<file path="config.mk">
export PLATFORM = sky130hd
export DESIGN_NAME = iface_data_fifo
export DESIGN_NICKNAME = d
export VERILOG_FILES = /design/src/rtl/iface_data_fifo.sv
export SDC_FILE = /design/constraint.sdc
export NUM_CORES = 1
export LEC_CHECK = 0
export BUFFER_PORTS_ARGS = -buffer_cell sky130_fd_sc_hd__buf_4
export CAP_MARGIN = 20
export CELL_PAD_IN_SITES_DETAIL_PLACEMENT = 0
export CELL_PAD_IN_SITES_GLOBAL_PLACEMENT = 1
export CORE_MARGIN = 5
export CORE_UTILIZATION = 30
export CTS_BUF_LIST = sky130_fd_sc_hd__clkbuf_16
export DETAILED_ROUTE_END_ITERATION = 12
export HOLD_SLACK_MARGIN = 0.02
export PLACE_DENSITY = 0.53
export REMOVE_ABC_BUFFERS = 1
export SYNTH_ARGS = -nofsm -noshare
export SYNTH_HDL_FRONTEND = slang
export SYNTH_SLANG_ARGS = --single-unit
</file>
<file path="constraint.sdc">
create_clock -name clk -period 2.73 [get_ports clk]
set_input_delay 0.273 -clock clk [delete_from_list [all_inputs] [get_ports clk]]
set_output_delay 0.273 -clock clk [all_outputs]
set_load 0.01 [all_outputs]
</file>
<file path="src/rtl/iface_data_fifo.sv">
// ---------------------------------------------------------------------------
// iface_data_fifo
//   Byte-stream FIFO that sits directly upstream of the TestIface data bus.
//   Bytes from a producer enter over a valid/ready handshake. They are
//   presented in FIFO order to the stage that drives the interface data bus,
//   so producer bursts are decoupled from consumer back-pressure.
//
//   Optional feature macro: IFACE_FIFO_STATS_EN
//     When defined, the block adds an 8-bit saturating overflow counter.
//     It counts edges where the producer offered data while the FIFO was full.
//
// Ports
//   clk        in   1    rising-edge clock
//   rst_n      in   1    asynchronous active-low reset
//   in_data    in   DW   write data from producer
//   in_valid   in   1    producer offers in_data
//   in_ready   out  1    FIFO can accept (count < DEPTH)
//   out_data   out  DW   head entry toward interface data bus
//   out_valid  out  1    head entry is valid (count != 0)
//   out_ready  in   1    interface side consumes head
//   count      out  CW   current occupancy, 0..DEPTH
//   ovf_cnt    out  8    overflow attempts, saturating (IFACE_FIFO_STATS_EN only)
// ---------------------------------------------------------------------------
module iface_data_fifo #(
  parameter int DW    = 8,
  parameter int DEPTH = 4,
  localparam int CW   = $clog2(DEPTH + 1)
) (
  input  logic          clk,
  input  logic          rst_n,
  input  logic [DW-1:0] in_data,
  input  logic          in_valid,
  output logic          in_ready,
  output logic [DW-1:0] out_data,
  output logic          out_valid,
  input  logic          out_ready,
  output logic [CW-1:0] count
`ifdef IFACE_FIFO_STATS_EN
  ,
  output logic [7:0]    ovf_cnt
`endif
);

  localparam int AW = $clog2(DEPTH);

  logic [DW-1:0] mem [DEPTH];
  logic [AW-1:0] wr_ptr;
  logic [AW-1:0] rd_ptr;
  logic [CW-1:0] count_reg;
  logic [DW-1:0] last_reg;
  logic          push;
  logic          pop;

  // Handshake flags are decoded from the registered occupancy only. This
  // keeps in_valid and out_ready off any combinational path to the outputs.
  assign in_ready  = (count_reg != CW'(DEPTH));
  assign out_valid = (count_reg != '0);
  assign push      = in_valid && in_ready;
  assign pop       = out_valid && out_ready;
  assign count     = count_reg;

  // While non-empty, the head is read straight from storage. The head slot
  // cannot be overwritten while data is waiting, because a push only targets
  // it when the FIFO is empty. Once the FIFO drains, the output shows the
  // last popped byte instead of whatever stale entry rd_ptr now points at.
  assign out_data = out_valid ? mem[rd_ptr] : last_reg;

  always_ff @(posedge clk or negedge rst_n) begin
    if (!rst_n) begin
      for (int i = 0; i < DEPTH; i++) begin
        mem[i] <= '0;
      end
    end else if (push) begin
      mem[wr_ptr] <= in_data;
    end
  end

  // DEPTH is a power of two, so the natural pointer rollover wraps
  // DEPTH-1 back to 0.
  always_ff @(posedge clk or negedge rst_n) begin
    if (!rst_n) begin
      wr_ptr    <= '0;
      rd_ptr    <= '0;
      count_reg <= '0;
      last_reg  <= '0;
    end else begin
      if (push) begin
        wr_ptr <= wr_ptr + 1'b1;
      end
      if (pop) begin
        rd_ptr   <= rd_ptr + 1'b1;
        last_reg <= mem[rd_ptr];
      end
      if (push && !pop) begin
        count_reg <= count_reg + 1'b1;
      end else if (pop && !push) begin
        count_reg <= count_reg - 1'b1;
      end
    end
  end

`ifdef IFACE_FIFO_STATS_EN
  always_ff @(posedge clk or negedge rst_n) begin
    if (!rst_n) begin
      ovf_cnt <= '0;
    end else if (in_valid && !in_ready && (ovf_cnt != 8'hFF)) begin
      ovf_cnt <= ovf_cnt + 1'b1;
    end
  end
`endif

endmodule

</file>
* After elaboration in Yosys (flattened, before gate mapping) *
Index checks and enable logic that the tools add are counted.

cells by class
  add/sub/neg operators = 4
  order comparisons = 3
  equality and inequality tests = 1
  mux-type cells = 9
  bitwise gates (word level) = 2
  reduce and logical (&&, ||, !) cells = 9

operators by type and width
  kind                                                                           number
  32-bit bitwise mux                                                             1
  8-bit 2-to-1 mux                                                               4
  8-bit binary-select mux with 2-bit select                                      1
  8-bit demux with 2-bit select                                                  1
  3-bit greater-or-equal comparator (second input constant)                      2
  3-bit 2-to-1 mux                                                               2
  2-bit NOT with 3-bit output                                                    2
  1-bit logical AND                                                              5
  2-bit by 1-bit adder with 2-bit output (second input constant)                 2
  3-bit by 1-bit adder with 3-bit output (second input constant)                 1
  3-bit by 1-bit less-than comparator with 1-bit output (second input constant)  1
  3-bit inequality test (second input constant)                                  1
  3-bit nonzero test                                                             1
  3-bit by 1-bit subtractor with 3-bit output (second input constant)            1
  1-bit zero test                                                                2
  2-bit nonzero test                                                             1

storage, ports and cells
  register bits after elaboration = 47
  input port bits = 12
  word-level logic and storage cells = 36

* Logic depth before layout (Yosys ltp) *
  depth in word-level cells = 6
  mapped depth = 10
  mapped depth without buffers = 9

* Worst setup path after synthesis *
OpenSTA, ideal clock, no wires.

  kind = register -> register
  start point = register count_reg[0] (netlist: count[0])
  end point = register count_reg[2] (netlist: count[2])
  arrival time = 2.140 ns
  required time = 2.651 ns
  slack = 0.511 ns
  stages on the path, launching flop included = 9
  path buffers = 0
  period minus slack after synthesis = 2.219 ns
  path through = dfrtp_1 > or3_1 > nand2_1 > ha_1 > inv_1 > fa_1 > xor2_1 > nor2_1 > xor2_1

on the way
  longest elaborated chain between the ends = 5

RTL lines
  item                                                                                 RTL line  source
  start: declaration                                                                   49        logic [CW-1:0] count_reg;
  start signal: assignment                                                             95        count_reg <= count_reg + 1'b1;
  start signal: assignment                                                             97        count_reg <= count_reg - 1'b1;
  branches (longest 5 deep; another with 3-bit by 1-bit subtractor with 3-bit output)  -

Several ways; the timed one is not identified. The select of a mux whose other input is x is not followed.
A chain may end at the register's enable or synchronous reset.

* Worst setup path in the final report *
  start point = register count_reg[0] (netlist: count[0])
  end point = register count_reg[1] (netlist: count[1])

on the way
  longest elaborated chain between the ends = 5

RTL lines
  item                                 RTL line  source
  3-bit inequality test (*)            56        assign in_ready = (count_reg != CW'(DEPTH));
  1-bit logical AND (*)                58        assign push = in_valid && in_ready;
  named net push                       51        logic push;
  1-bit zero test                      96        end else if (pop && !push) begin
  1-bit logical AND                    96
  2-bit nonzero test (no source line)  -

The timed path passes the listed nets; every way through them passes the cells marked *. The select of a mux whose other input is x is not followed.

==> flow_summary.toml <==
[floorplan]
dieArea_um2 = 9170
core-area_um2 = 7210
start_util = 0.306
io_pins = 25
die_w_um = 95.8
die_h_um = 95.8
fp-row-count = 31

[global_routing]
grt_max_degree = 48
grtUsageTotal = 0.108
grt_pass1_vias = 1365
antenna_found_initial = 0
grt_overflow = 0
grt_pass1_wl_mm = 7.26

[yosys]
synth.avg_cell_area_um2 = 16.2
synth_warnings = 0
netlist.area_leader.share = 0.533
synth_edf_count = 0
mappedNetlistArea_um2 = 2210
synthTopCellsByCount = "47 x dfrtp_1, 42 x mux2_2, 8 x mux2_4, 8 x mux4_2, 5 x ha_1"
synth_seq_cells = 47
yosys.area.top_type = "dfrtp_1"
synth_area_leaders = "dfrtp_1 53%, mux2_2 21%, mux4_2 8.2%"
async_flop_share = 1.00
synthMostInstantiatedCell = "dfrtp_1"
netlist_instances = 136
synthFlopType = "dfrtp_1"
ys_types = 19
ys_seq_area_frac = 0.533

[route]
routedWlPerCell_um = 16.9
totalWireLength_mm = 4.48
ant_nets = 0
dr.pass1.iters = 2
drt-initial-drc-count = 18
drc_errors = 0
vias_per_cell = 4.52
vias = 1198

[timing]
tightest_slew_ps = 610
fin_crit_ps = 2320
fin_crit_sh = 0.848
skew_ps = 1.85
fmaxAchievable_ghz = 0.432
slew_headroom = 0.593
hold-worst-slack_ps = 3.17
final_max_slew_viol_count = 0
setup_viol = 0
grt_setup_unrepaired = "false"
finalHoldViolations = 0
fin_tns_setup_ps = 0

[power_and_ir_drop]
intPower_uw = 2590
power_frac_clock = 0.211
p_switching_uw = 1110
powerDensity_nw_per_um2 = 1380
pwr-share-seq = 0.353
power.total_uw = 3700
combinationalPowerShare = 0.436
irDropWorstVdd_uv = 435
p_leak_uw = 0.00118
swShare = 0.299

[finish]
antennaDiodeCount = 0
nets = 183
largest_reg_flops = 32
drive_gt1_frac = 0.578
syn_to_final_growth_pct = 21.8

[clock_network]
path_clk_slew_ps = 60
cts_max_level = 2
cts_setup_buffers = 0
cts_resized = 0
hold_buffers = 0
cts_tree = "yes"
clockRootBuffer = "clkbuf_16"
clockBufferDepth = 2
numCtsBuffers = 5
clock-sinks = 47
worstSkewPairLatency_ps = 280

[setup_path]
critPathLaunchType = "flip-flop"
critPathKind = "flip-flop to flip-flop"
rr_startpoint = "count[0]$_DFFE_PN0P_"
rr_endpoint = "count[1]$_DFFE_PN0P_"
r2r_cells = 7
path_max_fanout = 6
crit_required_ps = 2900
r2r_slack_ps = 410
cp-end-kind = "flip-flop"
cp.arrival_ps = 2490

[placement]
portBuffers = 24
hpwl_mm = 3.08
routabilityCongestion = 0.657

[job]
cap_violations = 0

[worst_hold_path]
hold_class = "primary input to asynchronous set/reset pin"

[status]
status = "finished, final reports clean"
-- worst max path at each step --
stage                    startpoint                    to  slack (ps)
6_report       count[0]$_DFFE_PN0P_  count[1]$_DFFE_PN0P_         410
5_1_grt        count[0]$_DFFE_PN0P_  count[1]$_DFFE_PN0P_         310
4_1_cts        count[0]$_DFFE_PN0P_  count[1]$_DFFE_PN0P_         410
3_5_place_dp   count[0]$_DFFE_PN0P_  count[1]$_DFFE_PN0P_         430
3_3_place_gp   count[0]$_DFFE_PN0P_  count[1]$_DFFE_PN0P_         500
2_1_floorplan  count[0]$_DFFE_PN0P_  count[2]$_DFFE_PN0P_         260
-- kinds of logic after synthesis --
| family | count (synthesis) | synth area share |
|---|---|---|
| buf+inv | 9 | 0.0227 |
| flops | 47 | 0.533 |
| fa+ha+maj | 6 | 0.0374 |
| xor+xnor | 6 | 0.0238 |
| simple gates | 10 | 0.0329 |
| mux | 58 | 0.350 |
-- metal layers --
layer  global-route usage  up-vias  routed length, µm
met4               0.0355        0                 44
met5                    0        -                  0
met2                0.182       17               2370
met1                0.132      631               1900
li1                     -      546                  -
met3               0.0328        4                175
-- area by class of cell --
cell class | instances | area [µm²]
timing repair buffer | 27 | 203
clock inverter | 3 | 63.8
tap | 99 | 124
sequential | 47 | 1180
multi-input combinational | 80 | 981
clock buffer | 5 | 125
inverter | 4 | 15.0
fill | 718 | 4530
-- power by group through the flow --
stage	Sequential [µW]	Clock, µW	Combinational [µW]
2_1_floorplan	1270	0	1110
6_report	1300	779	1610
3_3_place_gp	1290	0	1610
4_1_cts	1310	793	1660
5_1_grt	1360	818	1760
3_5_place_dp	1320	0	1650
-- critical path, cell delays in order (launching register included) --
cell     delay (ps)
dfrtp_1         440
or3b_1          530
nand2_1         180
inv_1            70
ha_1            220
inv_1            80
fa_1            410
mux2_2          260
-- stage by stage --
stage	worst slack, ps	util	cells	cell area [µm²]
after global placement	504	0.346	257	2500
after CTS	409	0.373	265	2690
after global routing	309	0.373	265	2690
final	414	0.373	265	2690
after detailed placement	432	0.346	257	2500
after floorplan	265	-	131	2170
-- layout by cell type, fill, tap and decap left out, drive strengths merged --
master | Yosys | routed
or3 | 1 | 1
buf | 3 | 27
bufinv | 0 | 2
or3b | 1 | 1
dfrtp | 47 | 47
clkbuf | 2 | 5
fa | 1 | 1
xor2 | 2 | 2
nand3 | 4 | 4
and3 | 1 | 1
nor2 | 1 | 1
mux2 | 50 | 50
inv | 4 | 5
ha | 5 | 5
xnor2 | 4 | 4
nand2 | 2 | 2
mux4 | 8 | 8
Note: power is estimated with default switching activity, not from simulation.
